### src/rtl/npu_mem_sequencer_pkg.sv
// Shared encodings for the NPU memory sequencer: SPI mode codes, FSM states,
// default activation-buffer placement and a select-width helper.
// No logic; imported by npu_mem_sequencer and npu_mem_sequencer_act_addr_gen.
package npu_mem_sequencer_pkg;

  localparam logic [1:0] MODE_IDLE   = 2'b00;
  localparam logic [1:0] MODE_STREAM = 2'b01;
  localparam logic [1:0] MODE_REG    = 2'b10;
  localparam logic [1:0] MODE_ABORT  = 2'b11;

  localparam int DEF_ACT_BASE   = 20400;
  localparam int DEF_ACT_STRIDE = 40;

  typedef enum logic [2:0] {
    S_IDLE,
    S_ADDR_WAIT,
    S_DATA_WAIT,
    S_REG_WR,
    S_STREAM_WAIT,
    S_STREAM_WR
  } state_t;

  // Width of a buffer select; a single buffer still gets a 1-bit select.
  function automatic int sel_w(input int n);
    return (n > 1) ? $clog2(n) : 1;
  endfunction

endpackage

### src/rtl/npu_mem_sequencer_act_addr_gen.sv
// Purpose: activation buffer rotation, write-back pointer and done compare.
// Latency: pointer/select update one cycle after the strobe; act_done is combinational on the pointer.
// Backpressure: none, every strobe is consumed in the cycle it is seen.
// Ports: layer_shift/first_preload/act_valid/tx_step strobes, neurons count in;
//        buf_sel, act_ptr, act_done out.
module npu_mem_sequencer_act_addr_gen
  import npu_mem_sequencer_pkg::*;
#(
  parameter int DATA_W       = 16,
  parameter int ADDR_W       = 15,
  parameter int NUM_ACT_BUFS = 2,
  parameter int ACT_BASE     = DEF_ACT_BASE,
  parameter int ACT_STRIDE   = DEF_ACT_STRIDE
) (
  input  logic                              clk,
  input  logic                              reset_b,
  input  logic                              layer_shift,
  input  logic                              first_preload,
  input  logic                              act_valid,
  input  logic                              tx_step,
  input  logic [DATA_W-1:0]                 neurons,
  output logic [sel_w(NUM_ACT_BUFS)-1:0]    buf_sel,
  output logic [ADDR_W-1:0]                 act_ptr,
  output logic                              act_done
);

  localparam int BUF_W = sel_w(NUM_ACT_BUFS);

  logic [BUF_W-1:0]  buf_sel_q, buf_sel_d;
  logic [ADDR_W-1:0] act_ptr_q, act_ptr_d;

  function automatic logic [ADDR_W-1:0] buf_base(input logic [BUF_W-1:0] sel);
    return ADDR_W'(ACT_BASE + int'(sel) * ACT_STRIDE);
  endfunction

  always_comb begin
    buf_sel_d = buf_sel_q;
    if (layer_shift) begin
      buf_sel_d = (int'(buf_sel_q) == NUM_ACT_BUFS - 1) ? '0 : buf_sel_q + BUF_W'(1);
    end
    // Preload wins over a coincident increment; a shift preloads from the new buffer.
    act_ptr_d = act_ptr_q;
    if (layer_shift | first_preload) begin
      act_ptr_d = buf_base(buf_sel_d);
    end else if (act_valid | tx_step) begin
      act_ptr_d = act_ptr_q + ADDR_W'(1);
    end
  end

  always_ff @(posedge clk or negedge reset_b) begin
    if (!reset_b) begin
      buf_sel_q <= '0;
      act_ptr_q <= '0;
    end else begin
      buf_sel_q <= buf_sel_d;
      act_ptr_q <= act_ptr_d;
    end
  end

  assign buf_sel  = buf_sel_q;
  assign act_ptr  = act_ptr_q;
  assign act_done = (act_ptr_q == ADDR_W'(int'(buf_base(buf_sel_q)) + int'(neurons) - 1));

endmodule

### src/rtl/npu_mem_sequencer.sv
// Purpose: decode SPI traffic into config-register writes or a streamed port-A load; drive RAM addresses.
// Latency: port-A write one cycle after the last spi_valid; register update visible two cycles after it.
// Backpressure: none; spi_valid outside a WAIT state is dropped, mode 00/11 aborts to IDLE.
// Ports: mode/spi_* from SPI front end; init/layer_shift/first_preload/act_valid/tx_* from control;
//        compute_addr_a/b from compute engine; mem_a_*/mem_b_* to dual-port RAM; cfg/status out.
// Option: NPU_MEM_DEBUG_EN adds debug_we/debug_addr/debug_data which override port A.
module npu_mem_sequencer
  import npu_mem_sequencer_pkg::*;
#(
  parameter int DATA_W       = 16,
  parameter int ADDR_W       = 15,
  parameter int NUM_CFG_REGS = 4,
  parameter int NUM_ACT_BUFS = 2,
  parameter int ACT_BASE     = DEF_ACT_BASE,
  parameter int ACT_STRIDE   = DEF_ACT_STRIDE
) (
  input  logic                             clk,
  input  logic                             reset_b,
  input  logic [1:0]                       mode,
  input  logic [DATA_W-1:0]                spi_data,
  input  logic                             spi_valid,
  input  logic                             init,
  input  logic                             layer_shift,
  input  logic                             first_preload,
  input  logic                             act_valid,
  input  logic                             tx_active,
  input  logic                             tx_step,
  input  logic [DATA_W-1:0]                neurons,
  input  logic [ADDR_W-1:0]                compute_addr_a,
  input  logic [ADDR_W-1:0]                compute_addr_b,
`ifdef NPU_MEM_DEBUG_EN
  input  logic                             debug_we,
  input  logic [ADDR_W-1:0]                debug_addr,
  input  logic [DATA_W-1:0]                debug_data,
`endif
  output logic [ADDR_W-1:0]                mem_a_addr,
  output logic [ADDR_W-1:0]                mem_b_addr,
  output logic [DATA_W-1:0]                mem_a_wdata,
  output logic                             mem_a_we,
  output logic                             mem_b_we,
  output logic [NUM_CFG_REGS*DATA_W-1:0]   cfg_regs,
  output logic [DATA_W-1:0]                input_count,
  output logic [ADDR_W-1:0]                layer_idx,
  output logic [sel_w(NUM_ACT_BUFS)-1:0]   buf_sel,
  output logic                             last_layer,
  output logic                             act_done,
  output logic                             cfg_err
);

  state_t            state_q, state_d;
  logic [DATA_W-1:0] addr_q, addr_d, stage_q, stage_d, input_count_q, input_count_d;
  logic [DATA_W-1:0] cfg_q [NUM_CFG_REGS];
  logic [DATA_W-1:0] cfg_d [NUM_CFG_REGS];
  logic              cfg_err_q, cfg_err_d;
  logic [ADDR_W-1:0] stream_ptr_q, stream_ptr_d, layer_idx_q, layer_idx_d, act_ptr;
  logic              abort, reg_wr, stream_wr, addr_ok;

  // Mode 00/11 forces IDLE and suppresses any write pending in this cycle.
  assign abort     = (mode == MODE_IDLE) || (mode == MODE_ABORT);
  assign reg_wr    = (state_q == S_REG_WR) && !abort;
  assign stream_wr = (state_q == S_STREAM_WR) && !abort;
  assign addr_ok   = int'(addr_q) < NUM_CFG_REGS;

  always_comb begin
    state_d = state_q;
    addr_d  = addr_q;
    stage_d = stage_q;
    case (state_q)
      S_IDLE, S_REG_WR, S_STREAM_WR: begin
        if (mode == MODE_REG)         state_d = S_ADDR_WAIT;
        else if (mode == MODE_STREAM) state_d = S_STREAM_WAIT;
        else                          state_d = S_IDLE;
      end
      S_ADDR_WAIT:   if (spi_valid) begin addr_d  = spi_data; state_d = S_DATA_WAIT;  end
      S_DATA_WAIT:   if (spi_valid) begin stage_d = spi_data; state_d = S_REG_WR;     end
      S_STREAM_WAIT: if (spi_valid) begin stage_d = spi_data; state_d = S_STREAM_WR;  end
      default:       state_d = S_IDLE;
    endcase
    if (abort) begin
      state_d = S_IDLE;
      addr_d  = addr_q;
      stage_d = stage_q;
    end
  end

  always_comb begin
    for (int i = 0; i < NUM_CFG_REGS; i++) begin
      cfg_d[i] = cfg_q[i];
      if (reg_wr && addr_q == DATA_W'(i)) cfg_d[i] = stage_q;
    end
    cfg_err_d = cfg_err_q;
    if (init)               cfg_err_d = 1'b0;
    if (reg_wr && !addr_ok) cfg_err_d = 1'b1;
    stream_ptr_d = stream_ptr_q;
    if (init)      stream_ptr_d = '0;
    if (stream_wr) stream_ptr_d = stream_ptr_q + ADDR_W'(1);
    input_count_d = (stream_wr && stream_ptr_q == '0) ? stage_q : input_count_q;
    layer_idx_d   = layer_shift ? layer_idx_q + ADDR_W'(1) : layer_idx_q;
  end

  always_ff @(posedge clk or negedge reset_b) begin
    if (!reset_b) begin
      state_q       <= S_IDLE;
      addr_q        <= '0;
      stage_q       <= '0;
      cfg_err_q     <= 1'b0;
      stream_ptr_q  <= '0;
      input_count_q <= '0;
      layer_idx_q   <= '0;
      for (int i = 0; i < NUM_CFG_REGS; i++) cfg_q[i] <= '0;
    end else begin
      state_q       <= state_d;
      addr_q        <= addr_d;
      stage_q       <= stage_d;
      cfg_err_q     <= cfg_err_d;
      stream_ptr_q  <= stream_ptr_d;
      input_count_q <= input_count_d;
      layer_idx_q   <= layer_idx_d;
      for (int i = 0; i < NUM_CFG_REGS; i++) cfg_q[i] <= cfg_d[i];
    end
  end

  always_comb begin
    mem_a_we    = stream_wr;
    mem_a_wdata = stage_q;
    if (stream_wr) mem_a_addr = stream_ptr_q;
    else if (init) mem_a_addr = layer_idx_q;
    else           mem_a_addr = compute_addr_a;
`ifdef NPU_MEM_DEBUG_EN
    // Debug access takes port A outright; a colliding stream word is lost.
    if (debug_we) begin
      mem_a_we    = 1'b1;
      mem_a_addr  = debug_addr;
      mem_a_wdata = debug_data;
    end
`endif
    mem_b_we = act_valid;
    if (act_valid | tx_active) mem_b_addr = act_ptr;
    else if (init)             mem_b_addr = layer_idx_q + ADDR_W'(1);
    else                       mem_b_addr = compute_addr_b;
  end

  for (genvar g = 0; g < NUM_CFG_REGS; g++) begin : g_cfg_flat
    assign cfg_regs[g*DATA_W +: DATA_W] = cfg_q[g];
  end

  assign cfg_err     = cfg_err_q;
  assign input_count = input_count_q;
  assign layer_idx   = layer_idx_q;
  // Register 0 holds num_layers; evaluated in int so num_layers==0 never matches.
  assign last_layer  = (int'(layer_idx_q) + 1 == int'(cfg_q[0]) - 1);

  npu_mem_sequencer_act_addr_gen #(
    .DATA_W       (DATA_W),
    .ADDR_W       (ADDR_W),
    .NUM_ACT_BUFS (NUM_ACT_BUFS),
    .ACT_BASE     (ACT_BASE),
    .ACT_STRIDE   (ACT_STRIDE)
  ) u_act_addr_gen (
    .clk           (clk),
    .reset_b       (reset_b),
    .layer_shift   (layer_shift),
    .first_preload (first_preload),
    .act_valid     (act_valid),
    .tx_step       (tx_step),
    .neurons       (neurons),
    .buf_sel       (buf_sel),
    .act_ptr       (act_ptr),
    .act_done      (act_done)
  );

endmodule

### config.mk
export PLATFORM = sky130hd
export DESIGN_NAME = npu_mem_sequencer
export DESIGN_NICKNAME = d
export VERILOG_FILES = /design/src/rtl/npu_mem_sequencer_pkg.sv /design/src/rtl/npu_mem_sequencer_act_addr_gen.sv /design/src/rtl/npu_mem_sequencer.sv
export SDC_FILE = /design/constraint.sdc
export NUM_CORES = 1
export LEC_CHECK = 0
export ABC_AREA = 1
export BUFFER_PORTS_ARGS = -buffer_cell sky130_fd_sc_hd__buf_4
export CAP_MARGIN = 20
export CORE_ASPECT_RATIO = 0.75
export CORE_MARGIN = 3
export CORE_UTILIZATION = 50
export DETAILED_ROUTE_END_ITERATION = 8
export PLACE_DENSITY = 0.75
export SLEW_MARGIN = 10
export SYNTH_ARGS = -nofsm -noshare
export SYNTH_HDL_FRONTEND = slang
export SYNTH_SLANG_ARGS = --single-unit
### constraint.sdc
create_clock -name clk -period 3.9 [get_ports clk]
set_clock_uncertainty 0.2 [all_clocks]
set_input_delay 0.78 -clock clk [delete_from_list [all_inputs] [get_ports clk]]
set_output_delay 0.78 -clock clk [all_outputs]
set_load 0.01 [all_outputs]
# Word-level counts from Yosys, hierarchy flattened
# Cells that the tools add are included.
# totals
ff_bits	162
output_inout_bits	147
input_bits	73
elab_cells	88
# op_classes
reduce_logical	23
n_mul	2
magnitude_cmp	1
mux	19
n_bitwise	4
n_addsub	10
n_eq_ne	16
# ops
operator	n
15-bit two-way mux	8
15-bit by 1-bit adder with 15-bit output, second input constant	3
16-bit by 2-bit equality test with 1-bit output, second input constant	2
15-bit adder, first input constant	2
3-bit two-way mux	6
17-bit equality test	1
16-bit by 1-bit subtractor with 17-bit output, second input constant	1
15-bit by 1-bit adder with 16-bit output, second input constant	1
16-bit by 1-bit equality test with 1-bit output, second input constant	1
16-bit zero test	1
16-bit by 3-bit < comparator with 1-bit output, second input constant	1
15-bit adder	1
15-bit equality test	1
15-bit zero test	1
15-bit by 2-bit subtractor with 15-bit output, second input constant	1
3-bit one-hot mux with 4 select lines	1
3-bit != test, second input constant	3
3-bit AND reduction	3
1-bit logical AND	8
1-bit by 3-bit multiplier with 4-bit output, second input constant	2
3-bit by 2-bit equality test with 1-bit output, second input constant	2
3-bit equality test, second input constant	2
2-bit nonzero test	3
2-bit equality test, second input constant	2
other kinds (12)	18

# Longest topological paths before layout
# logic_depth
ltp_word	6
depth_mapped	15
ltp_nobuf	15

# Cells and area by module
# Synthesis repeated with hierarchy kept, for this count alone.
# unflattened
cells_unflattened	1273
area_unflattened_um2	9265.1
# by_module_without_submodules
module	n_inst	seq_area_each_um2	cells_each	area_per_inst_um2
npu_mem_sequencer	1	3653.5	979	7462.2
npu_mem_sequencer_act_addr_gen	1	400.4	294	1803.0

# Worst setup path after synthesis
# OpenSTA, ideal clock, no wires.
# synth_path
path_kind	input to output
start	input port neurons[3]
end	output port act_done
setup_slack_ps	524
path_buffers	0
path_stages	13
arrival_ps	2396
required_ps	2920
path_cell_list	inv_1 > ha_1 > inv_1 > ha_1 > nand3_1 > nand3_1 > nand2_1 > nand2_1 > inv_1 > o21ai_0 > xor2_1 > nand3_1 > nor2_1
# synth_between
elab_chain_len	3
# synth_rtl
element	line	text
from (decl)	npu_mem_sequencer.sv:28	input logic [DATA_W-1:0] neurons,
15-bit adder	npu_mem_sequencer_act_addr_gen.sv:62	assign act_done = (act_ptr_q == ADDR_W'(int'(buf_base(buf_sel_q)) + int'(neurons) - 1));
15-bit by 2-bit subtractor with 15-bit output	npu_mem_sequencer_act_addr_gen.sv:62	
15-bit equality test	npu_mem_sequencer_act_addr_gen.sv:62	
to (decl)	npu_mem_sequencer.sv:46	output logic act_done,
# No other way between the ends.

# Final worst setup path
# layout_path
start	register u_act_addr_gen.buf_sel_q (netlist: u_act_addr_gen.buf_sel)
end	output port act_done
# layout_between
elab_chain_len	5
# layout_rtl
element	line	text
from (decl)	npu_mem_sequencer_act_addr_gen.sv:29	logic [BUF_W-1:0] buf_sel_q, buf_sel_d;
from (signal assigned)	npu_mem_sequencer_act_addr_gen.sv:55	buf_sel_q <= buf_sel_d;
1-bit by 3-bit multiplier with 4-bit output	npu_mem_sequencer_act_addr_gen.sv:33	return ADDR_W'(ACT_BASE + int'(sel) * ACT_STRIDE);
15-bit adder	npu_mem_sequencer_act_addr_gen.sv:33	
15-bit adder	npu_mem_sequencer_act_addr_gen.sv:62	
15-bit by 2-bit subtractor with 15-bit output	npu_mem_sequencer_act_addr_gen.sv:62	
15-bit equality test	npu_mem_sequencer_act_addr_gen.sv:62	
# No other way between the ends.

==> impl_results.md <==
- Outcome: finished clean
- Post-Place Cells: 1636
- Final hold violations: 0
- GR Overflow Total: 0
- Starting Density: 0.516
- 1st-iter DRT viols: 781
- Kind of critical path: flop to output port
- CTS root buf: clkbuf_16
- Routed Antenna Nets: 0
- Synth-to-Final Area Change: 27.1%
- # IOs: 220
- Synth Area in XOR/XNOR: 0.0396
- DR DRC count: 0
- Post-Route Setup TNS: 0 ps
- Synthesized area: 9220 sq um
- Drt total wl: 27700 microns
- Startpoint Class: flop
- Number of synthesized flops with an enable pin: 0
- Synth Area in Compound Gates: 0.148
- Detailed Routing Iterations Pass 1: 6
- Number of global-route vias before repair: 8256
- Clock transition at the registers of the reported paths: 70 ps
- Die X-Extent: 163 microns
- Fin nets: 1507
- RSZ-0062 raised after global routing: false
- H-tree levels: 4
- Vias after detailed routing: 9019
- Register area share after synthesis: 0.440
- Worst Tran Pin Value: 977 ps
- Global-route wire length before repair: 44000 microns
- Multiplexer share of the synthesized area: 0
- Synthesized-area fraction occupied by adder cells: 0.0293
- Final hold slack: 185 ps
- Most common cell in the netlist: nand2_1
- CP Capture Type: output port
- Final period util: 0.971
- Yosys warns: 0
- Share of cells above drive strength 1: 0.222
- Die Ht: 124 microns
- MaxCap Viol Count: 0
- Post-synthesis simple-gate area fraction: 0.263
- Post-route cell area: 11700 sq um
- Skew-Pair Late Insertion Delay: 430 ps
- Largest area contributor in the netlist: dfrtp_1
- Row cnt: 42
- Reg-to-reg slack, setup: 1610 ps
- Die Footprint: 20100 sq um
- TritonCTS Buffers: 17
- Number of antenna violations at the first check in global routing: 0
- # setup viols final: 0
- Post-synth top cells: nand2_1 (318), dfrtp_1 (162), o21ai_0 (142)
- Worst reg2reg path depth: 5
- Final min period: 3790 ps
- Routed wire per std cell: 16.6 microns
- Reg-to-Reg End: addr_q[5]$_DFFE_PN0P_
- CTS Buffer Depth: 2
- VDD IR max: 297 uV
- TritonCTS clock tree: yes
- Cells after Synth: 1208
- Main combinational cell family by area after synthesis: simple AND/OR/NAND/NOR gates
- Vias per cell: 5.41
- Fmax: 264 MHz
- Sink Count: 162
- Slew Limit Fails: 0
- Max-slew headroom: 0.347
- Post-synth top area share: 0.440
- Syn_nets: 1302
- Detailed placement HPWL: 21000 microns
- CP arrival: 2810 ps
- Syn avg cell area: 7.63 sq um
- Leak pwr: 5.96 nW
- Ant. Diodes: 0
- R2r startpoint: state_q[2]$_DFFE_PN0P_
- Worst path required time: 2920 ps
- Routability cong.: 0.939
- Crit path max fanout: 4
- Ys flop type: dfrtp_1
- CORE AREA: 17900 sq um
- Total track usage: 0.277
- Dpl cell area: 11100 sq um
- Largest net degree at the start of global routing: 77
- Setup bufs post-CTS: 0
- Final Non-Filler Cells: 1668
- Cell variety after synth: 46
- Post-synthesis register bit count: 162
- Async S/R FF share, synth: 1.00
- Pwr per Cell Area: 516 nW/um^2
- Hold Crit Class: primary input to asynchronous set/reset pin
- Ranking of synthesized cells by area: dfrtp_1 (44%), nand2_1 (13%), o21ai_0 (7.7%)
- PortBufs: 218
[cell usage in the layout (no fill, tap or decap), types with 18 or more instances in the layout]
cell,netlist,routed
nand2_1,318,318
buf_4,3,228
dfrtp_1,162,162
o21ai_0,142,141
inv_1,137,137
nor2_1,82,81
nand3_1,56,54
o21ai_1,41,41
a21oi_1,27,27
xor2_1,20,20
xnor2_1,18,18
[through the flow]
| stage | setup slack [ps] | utilization | power [mW] |
|---|---|---|---|
| 2_1_floorplan | 524 | - | 3.40 |
| 3_3_place_gp | 107 | 0.620 | 4.27 |
| 3_5_place_dp | 35.7 | 0.620 | 4.33 |
| 4_1_cts | 31.6 | 0.654 | 6.04 |
| 5_1_grt | 6.68 | 0.656 | 6.41 |
| 6_report | 111 | 0.656 | 6.05 |
[routing by layer]
metal	track usage	wire length (microns)
met1	0.399	12400
met2	0.408	11900
met3	0.0947	3000
met4	0.0602	439
met5	0	0
[power by group]
group	switching (mW)	internal, mW
clock network	0.784	0.916
logic	1.21	0.833
registers	0.312	1.99
total	2.30	3.74
[worst max-delay path: stages, from the launching register on]
cell,delay (ps)
dfrtp_1,410
inv_1,90
ha_1,290
inv_1,60
ha_4,280
buf_4,110
xor2_1,140
nor2_1,50
nor3_1,180
nand2_1,110
nor2_2,130
nand2_1,80
nor2_1,110
nand3_1,80
nor2_1,120
buf_4,140
[flip-flops by register name (all words and copies together) (netlist names)]
name	cells
mem_a_wdata	16
cfg_regs	64
addr_q	16
u_act_addr_gen.buf_sel	1
input_count	16
state_q	3
stream_ptr_q	15
layer_idx	15
cfg_err	1
u_act_addr_gen.act_ptr	15
[cells by family after synthesis]
group	after synthesis
flops	162
fa+ha+maj	21
simple gates	538
compound gates	255
xor+xnor	40
buf+inv	192
[how the worst max path moves through the flow]
| stage | start | end | slack, ps | cells past startpoint |
|---|---|---|---|---|
| 6_report | u_act_addr_gen.buf_sel$_DFF_PN0_ | act_done | 110 | 15 |
| 5_1_grt | cfg_regs[0]$_DFFE_PN0P_ | last_layer | 7 | 15 |
| 4_1_cts | u_act_addr_gen.buf_sel$_DFF_PN0_ | act_done | 30 | 15 |
| 3_5_place_dp | neurons[3] | act_done | 40 | 17 |
| 3_3_place_gp | neurons[3] | act_done | 110 | 17 |
| 2_1_floorplan | neurons[3] | act_done | 520 | 13 |
[final cells by class]
cell class	instances	area, sq um
fillers	1604	6150
flip-flops and latches	162	4050
inverters	148	558
repair buffers	230	1740
clock inverters	14	173
well taps	242	303
clock buffers	18	429
multi-input cells	854	4460
[repair_timing]
action / CTS / global route
gates resized for setup: 1 / 7
hold buffers: 0 / 0
endpoints found under the setup margin: 1 / 2
endpoints found under the hold margin: 0 / 0
No activity file was read; power rests on OpenSTA's default activity.
